==> src/rtl/uart_receiver.sv <==
// UART receive stage: recovers 8N1/8N2-style frames by sampling each line bit at its centre.
// Words are presented on a valid/ready interface, with frame_err and overrun reported as single-cycle pulses.
module uart_receiver #(
  parameter int DATA_WIDTH   = 8,
  parameter int STOP_BITS    = 1,
  parameter int CLKS_PER_BIT = 16
) (
  input  logic                  clk,
  input  logic                  reset,
  input  logic                  rx_pin,
  output logic [DATA_WIDTH-1:0] rx_data,
  output logic                  rx_valid,
  input  logic                  rx_ready,
  output logic                  frame_err,
  output logic                  overrun
);

  localparam int CW = $clog2(CLKS_PER_BIT);
  localparam int BW = $clog2(DATA_WIDTH);
  localparam logic [CW-1:0] HALF_LAST = CW'(CLKS_PER_BIT / 2 - 1);
  localparam logic [CW-1:0] FULL_LAST = CW'(CLKS_PER_BIT - 1);
  localparam logic [BW-1:0] BIT_LAST  = BW'(DATA_WIDTH - 1);
  localparam logic          STOP_LAST = 1'(STOP_BITS - 1);

  typedef enum logic [1:0] {IDLE, START, DATA, STOP} state_t;

  state_t                  state, next_state;
  logic                    rx_meta, rx_s;
  logic [CW-1:0]           clk_cnt;
  logic [BW-1:0]           bit_idx;
  logic                    stop_idx;
  logic                    err;
  logic [DATA_WIDTH-1:0]   shift_reg;
  logic                    cnt_clr, data_smp, stop_smp, word_done, stop_bad;

  always_ff @(posedge clk) begin
    if (reset) begin
      rx_meta <= 1'b1;
      rx_s    <= 1'b1;
    end else begin
      rx_meta <= rx_pin;
      rx_s    <= rx_meta;
    end
  end

  always_ff @(posedge clk) begin
    if (reset) state <= IDLE;
    else       state <= next_state;
  end

  always_comb begin
    next_state = state;
    cnt_clr    = 1'b0;
    data_smp   = 1'b0;
    stop_smp   = 1'b0;
    word_done  = 1'b0;
    case (state)
      IDLE: begin
        cnt_clr = 1'b1;
        if (!rx_s) next_state = START;
      end
      START: begin
        if (clk_cnt == HALF_LAST) begin
          cnt_clr    = 1'b1;
          next_state = rx_s ? IDLE : DATA;
        end
      end
      DATA: begin
        if (clk_cnt == FULL_LAST) begin
          cnt_clr  = 1'b1;
          data_smp = 1'b1;
          if (bit_idx == BIT_LAST) next_state = STOP;
        end
      end
      STOP: begin
        if (clk_cnt == FULL_LAST) begin
          cnt_clr  = 1'b1;
          stop_smp = 1'b1;
          // Leaving at mid-stop-bit lets a back-to-back start edge be seen in time
          if (stop_idx == STOP_LAST) begin
            next_state = IDLE;
            word_done  = 1'b1;
          end
        end
      end
      default: next_state = IDLE;
    endcase
  end

  assign stop_bad = err | ~rx_s;

  always_ff @(posedge clk) begin
    if (reset) begin
      clk_cnt   <= '0;
      bit_idx   <= '0;
      stop_idx  <= 1'b0;
      err       <= 1'b0;
      shift_reg <= '0;
    end else begin
      clk_cnt <= cnt_clr ? '0 : clk_cnt + CW'(1);
      if (state == START)  bit_idx <= '0;
      else if (data_smp)   bit_idx <= bit_idx + BW'(1);
      if (state == DATA) begin
        stop_idx <= 1'b0;
        err      <= 1'b0;
      end else if (stop_smp) begin
        stop_idx <= stop_idx + 1'b1;
        if (!rx_s) err <= 1'b1;
      end
      if (data_smp) shift_reg <= {rx_s, shift_reg[DATA_WIDTH-1:1]};
    end
  end

  always_ff @(posedge clk) begin
    if (reset) begin
      rx_data   <= '0;
      rx_valid  <= 1'b0;
      frame_err <= 1'b0;
      overrun   <= 1'b0;
    end else begin
      frame_err <= 1'b0;
      overrun   <= 1'b0;
      if (rx_valid && rx_ready) rx_valid <= 1'b0;
      if (word_done) begin
        if (stop_bad) begin
          frame_err <= 1'b1;
        end else if (!rx_valid || rx_ready) begin
          rx_data  <= shift_reg;
          rx_valid <= 1'b1;
        end else begin
          overrun <= 1'b1;
        end
      end
    end
  end

endmodule
==> config.mk <==
export PLATFORM = sky130hd
export DESIGN_NAME = uart_receiver
export DESIGN_NICKNAME = d
export VERILOG_FILES = /design/src/rtl/uart_receiver.sv
export SDC_FILE = /design/constraint.sdc
export NUM_CORES = 1
export LEC_CHECK = 0
export ABC_AREA = 1
export BUFFER_PORTS_ARGS = -buffer_cell sky130_fd_sc_hd__clkbuf_2
export CORE_ASPECT_RATIO = 0.9
export CORE_MARGIN = 4
export CORE_UTILIZATION = 43
export DETAILED_ROUTE_END_ITERATION = 8
export PLACE_DENSITY_LB_ADDON = 0.12
export SYNTH_ARGS = -nofsm -noshare
export SYNTH_HDL_FRONTEND = slang
export SYNTH_SLANG_ARGS = --single-unit
==> constraint.sdc <==
create_clock -name clk -period 3.75 [get_ports clk]
set_clock_uncertainty 0.05 [all_clocks]
set_input_delay 0.375 -clock clk [delete_from_list [all_inputs] [get_ports clk]]
set_output_delay 0.375 -clock clk [all_outputs]
set_load 0.005 [all_outputs]
==> impl_metrics.py, run 1 <==
metrics = {
    "die": {
        "dieArea_um2": 3850,
        "rows": 18,
        "initial_core_util_pct": 45.3,
        "die_height_um": 59.3,
        "die_w_um": 64.9,
        "core-area_um2": 2770,
        "pin_count": 15,
    },
    "place": {
        "place.gp.congestion": 0.891,
        "dpl.hpwl_um": 1600,
        "numPortBuffers": 14,
    },
    "sta": {
        "hold_violations": 0,
        "setup_viol": 0,
        "period_share_pct": 46.4,
        "timing.fmax_ghz": 0.574,
        "relSlewSlack_pct": 79.3,
        "period_needed_ns": 1.74,
        "holdWs_ns": 0.181,
        "worst_pin_slew_ns": 0.310,
        "slew_viol_final": 0,
        "grt_setup_unrepaired": "no",
        "setup_tns_ns": 0,
    },
    "setup_path": {
        "path_cells": "ha_1, nand2_1, nor2_4, nand2_1, inv_1, o21ai_0, a21oi_1",
        "crit_slowest_cell": "dfxtp_1",
        "cp_max_fo": 12,
        "cp-start-kind": "register",
        "cp_common_cell": "nand2_1",
        "max_stage_delay_ns": 0.37,
        "crit_type": "reg -> reg",
        "arrival_ns": 1.96,
        "crit_path_end_kind": "register",
        "required_ns": 3.97,
    },
    "logic_synthesis": {
        "yosysTopAreaCell": "dfxtp_1",
        "synthDistinctLibCells": 25,
        "yosysTopAreaCellShare_pct": 51.0,
        "yosys_warnings": 0,
        "syn_nets": 164,
        "synth.cells.most_frequent": "dfxtp_1, nand2_1, nor2_1",
        "synth_enable_flop_cells": 0,
        "synth.yosys.seq_area_share_pct": 51.0,
        "syn_area_um2": 1250,
        "synthCells": 157,
        "synth.most_common_cell": "dfxtp_1",
        "synthArstFlopShare_pct": 0,
        "ys_seq_elements": 32,
        "netlist_top_cells_area": "dfxtp_1, nand2_1, nor2_1, a21oi_1, o21ai_0",
        "syn_avg_cell_area_um2": 7.99,
        "ys.flop_type": "dfxtp_1",
    },
    "drt": {
        "ant_nets": 0,
        "routed_wl_um": 2150,
        "drt_iter0_markers": 68,
        "drc": 0,
        "post_drt_via_cell_ratio": 4.66,
        "firstDrtPassIters": 4,
        "vias": 1002,
        "post_drt_wl_per_cell_um": 10.0,
    },
    "power": {
        "powerDensity_nw_per_um2": 440,
        "ir_drop_uv": 280,
        "p_leak_nw": 0.590,
    },
    "finish": {
        "fillers": 289,
        "area_growth_pct": 14.1,
        "seq_area_um2": 641,
        "diodes": 0,
        "layout.nets": 181,
        "multiInputGateArea_um2": 526,
        "drive_gt1_share_pct": 16.6,
    },
    "cts": {
        "htree_levels": 2,
        "numCtsBuffers": 5,
        "insertion_delay_ns": 0.33,
        "numClockSinks": 32,
        "post-cts-setup-buffers": 0,
        "cts_buffer_depth": 2,
        "cts_tree": "done",
        "clk_pin_slew_ns": 0.10,
        "ctsRootBufferMaster": "clkbuf_4",
        "ctsHoldBuffers": 0,
        "cts_resized": 0,
    },
    "outcome": {
        "status": "finished, final reports clean",
    },
    "global_routing": {
        "gr-total-overflow": 0,
        "grt_pass1_vias": 891,
        "grt_antenna_before_repair": 0,
        "grt_max_degree": 17,
        "grt_pass1_wl_um": 3820,
        "grt_usage_pct": 13.3,
    },
    "min_path": {
        "hold_class": "in -> reg",
    },
    "run": {
        "maxCapViolCount": 0,
    },
}
critical path: cells and delay by family (launching register included):
| kind | cells | cell delay (ns) |
|---|---|---|
| AND/OR/NAND/NOR | 3 | 0.49 |
| flip-flops | 1 | 0.37 |
| buffers and inverters | 1 | 0.31 |
| AO/OA/AOI/OAI | 2 | 0.24 |
| adder cells (fa/ha/maj) | 1 | 0.21 |
cell type report:
| type | instances | share of cell area [%] |
|---|---|---|
| sequential | 32 | 44.8 |
| multi-input combinational | 104 | 36.7 |
| timing repair buffer | 14 | 4.90 |
| inverter | 17 | 4.81 |
| tap | 40 | 3.50 |
| clock buffer | 6 | 2.88 |
| clock inverter | 2 | 2.45 |
report_power, final:
group          leakage, nW  switching [mW]  internal [mW]  total, mW
clock               0.0422           0.113          0.140      0.252
combinational        0.290          0.0192         0.0104     0.0296
sequential           0.258         0.00397          0.344      0.348
total                0.590           0.136          0.494      0.630
cells by family after synthesis:
kind of cell | share of synthesized area [%]
flip-flops | 51.0
AND/OR/NAND/NOR | 26.4
XOR/XNOR | 0.698
adder cells (fa/ha/maj) | 2.99
buffers and inverters | 7.08
AO/OA/AOI/OAI | 11.8
metrics by stage:
step | instances | worst slack, ns | util (%) | total power, mW | area (um^2)
global placement | 207 | 2.13 | 48.9 | 0.385 | 1360
CTS | 215 | 2.01 | 51.7 | 0.640 | 1430
global route | 215 | 1.81 | 51.7 | 0.664 | 1430
floorplan | 157 | 2.41 | - | 0.378 | 1250
finish | 215 | 2.01 | 51.7 | 0.630 | 1430
detailed placement | 207 | 2.03 | 48.9 | 0.386 | 1360
cell usage in the layout (no fill, tap or decap), drive strengths merged:
cell type / count
dfxtp: 32
o21ai: 14
xor2: 1
nand4: 4
nand2: 29
ha: 3
clkbuf: 20
nand3: 3
bufinv: 1
clkinv: 2
nor4: 1
nor2: 29
a21oi: 14
a21boi: 1
nor3: 2
or2: 3
inv: 16
per-layer routing:
layer / wire [um] / vias to the layer above / global-route usage [%] / share of wire [%]
li1: - / 536 / - / -
met1: 1090 / 432 / 16.9 / 51
met2: 873 / 27 / 19.0 / 41
met3: 123 / 7 / 4.55 / 5.7
met4: 62 / 0 / 9.04 / 2.9
met5: 0 / - / 0 / 0
path summary, 6_finish.rpt:
kind,from,to,slack [ns],depth (start not counted)
worst max-delay path,clk_cnt[0],shift_reg[7],2.01,7
worst min-delay path,rx_pin,rx_meta,0.18,2
worst max register to register,clk_cnt[0],shift_reg[7],2.01,7
worst min register to register,rx_meta,rx_s,0.37,1
(Power assumes the default switching activity.)
==> run 2: changes to the inputs <==
==> constraint.sdc (replaced) <==
create_clock -name clk -period 1.7 [get_ports clk]
set_clock_uncertainty 0.05 [all_clocks]
set_input_delay 0.17 -clock clk [delete_from_list [all_inputs] [get_ports clk]]
set_output_delay 0.17 -clock clk [all_outputs]
set_load 0.005 [all_outputs]
==> impl_metrics.py, run 2 (synthesis results as in run 1) <==
metrics = {
    "outcome": {
        "status": "finished, final reports clean",
    },
    "setup_path": {
        "crit_path_start": "clk_cnt[0]",
        "critical_path.top_delay_family": "simple AND/OR/NAND/NOR gates",
        "required_ns": 1.88,
        "r2r_start": "clk_cnt[0]",
        "path_cells": "ha_1, nand2_1, nor2_4, nand2_4, buf_4, o21ai_0, nor2_1",
        "reg2reg_to": "shift_reg[3]",
        "crit_slowest_cell": "dfxtp_1",
        "cp_max_fo": 7,
        "max_stage_delay_ns": 0.36,
        "crit_path_end": "shift_reg[3]",
        "arrival_ns": 1.68,
        "crit_path_end_kind": "register",
        "cp.depth": 7,
        "reg2reg_slack_ns": 0.19,
        "crit_type": "reg -> reg",
        "cp-start-kind": "register",
        "rr_worst_depth": 7,
        "path_buf_inv": 1,
    },
    "finish": {
        "diodes": 0,
        "drive_gt1_share_pct": 18.5,
        "area_growth_pct": 16.8,
        "layout_common_cells": "dfxtp_1, nand2_1, nor2_1",
        "final_common_cell": "dfxtp_1",
        "layout.nets": 184,
        "final_area_um2": 1470,
    },
    "global_routing": {
        "grt_antenna_before_repair": 0,
        "grt_pass1_vias": 933,
        "gr-total-overflow": 0,
        "grt_pass1_wl_um": 3980,
        "grt_usage_pct": 13.6,
        "grt_max_degree": 17,
    },
    "run": {
        "maxCapViolCount": 0,
    },
    "drt": {
        "routed_wl_um": 2280,
        "vias": 1025,
        "post_drt_via_cell_ratio": 4.70,
        "drc": 0,
        "firstDrtPassIters": 5,
        "post_drt_wl_per_cell_um": 10.5,
        "drt_iter0_markers": 65,
        "ant_nets": 0,
    },
    "sta": {
        "relSlewSlack_pct": 79.0,
        "period_share_pct": 88.7,
        "slew_viol_final": 0,
        "grt_setup_unrepaired": "no",
        "setup_viol": 0,
        "period_needed_ns": 1.51,
        "hold_violations": 0,
        "setup_tns_ns": 0,
        "timing.fmax_ghz": 0.663,
        "worst_pin_slew_ns": 0.315,
    },
    "die": {
        "core-area_um2": 2770,
        "die_w_um": 64.9,
        "dieArea_um2": 3850,
        "rows": 18,
        "pin_count": 15,
        "initial_core_util_pct": 45.3,
        "die_height_um": 59.3,
    },
    "cts": {
        "numCtsBuffers": 5,
        "insertion_delay_ns": 0.32,
        "htree_levels": 2,
        "cts_tree": "done",
        "numClockSinks": 32,
        "post-cts-setup-buffers": 0,
        "clk_pin_slew_ns": 0.10,
        "ctsRootBufferMaster": "clkbuf_4",
        "cts_buffer_depth": 2,
    },
    "power": {
        "powerDensity_nw_per_um2": 948,
        "ir_drop_uv": 469,
        "p_leak_nw": 0.605,
    },
    "place": {
        "dpl.hpwl_um": 1630,
        "numPortBuffers": 14,
        "place.gp.congestion": 0.922,
        "postPlaceCellArea_um2": 1360,
    },
    "min_path": {
        "hold_path_depth": 4,
        "hold_class": "in -> reg",
    },
}
## run 2: area by class of cell
type	instances	area (um^2)
clock inverters	2	35.0
inverters	17	72.6
multi-input cells	104	533
clock buffers	6	41.3
flip-flops and latches	32	641
repair buffers	16	87.6
well taps	40	50.0
fillers	272	1310
repair inverters	1	5.00
## run 2: what timing repair did
action | CTS | global route
endpoints found under the setup margin | 0 | 10
hold buffers | 1 | 0
endpoints found under the hold margin | 1 | 0
gates resized for setup | 0 | 3
## run 2: report_power, final
| part | total [mW] | internal, mW | switching (mW) |
|---|---|---|---|
| logic | 0.0672 | 0.0243 | 0.0430 |
| registers | 0.769 | 0.759 | 0.00932 |
| clock network | 0.554 | 0.308 | 0.246 |
## run 2: worst reg2reg max path: stages, from the launching register on
cell     delay [ns]
dfxtp_1        0.36
ha_1           0.21
nand2_1        0.14
nor2_4         0.18
nand2_4        0.11
buf_4          0.17
o21ai_0        0.15
nor2_1         0.05
## run 2: worst min path at each step
stage                  start      end  slack [ns]
finish              rx_ready  overrun        0.13
global route        rx_ready  overrun        0.15
CTS                 rx_ready  overrun        0.13
detailed placement    rx_pin  rx_meta        0.31
global placement      rx_pin  rx_meta        0.31
floorplan              reset  overrun        0.20
## run 2: through the flow
step,total power [mW],worst slack [ns],hold slack (ns),utilization (%),std cells
final,1.39,0.192,0.133,52.9,218
after global routing,1.46,0.0335,0.148,52.9,218
after CTS,1.41,0.0560,0.130,52.3,217
after detailed placement,0.851,0.0935,0.309,49.2,208
after global placement,0.849,0.195,0.306,49.2,208
after floorplan,0.834,0.362,0.198,-,157
## run 2: routing by layer
layer	vias up	wire length, um	GRT usage (%)
met4	0	32	6.33
li1	546	-	-
met5	-	0	0
met2	29	1030	21.0
met3	5	148	5.12
met1	445	1080	16.8
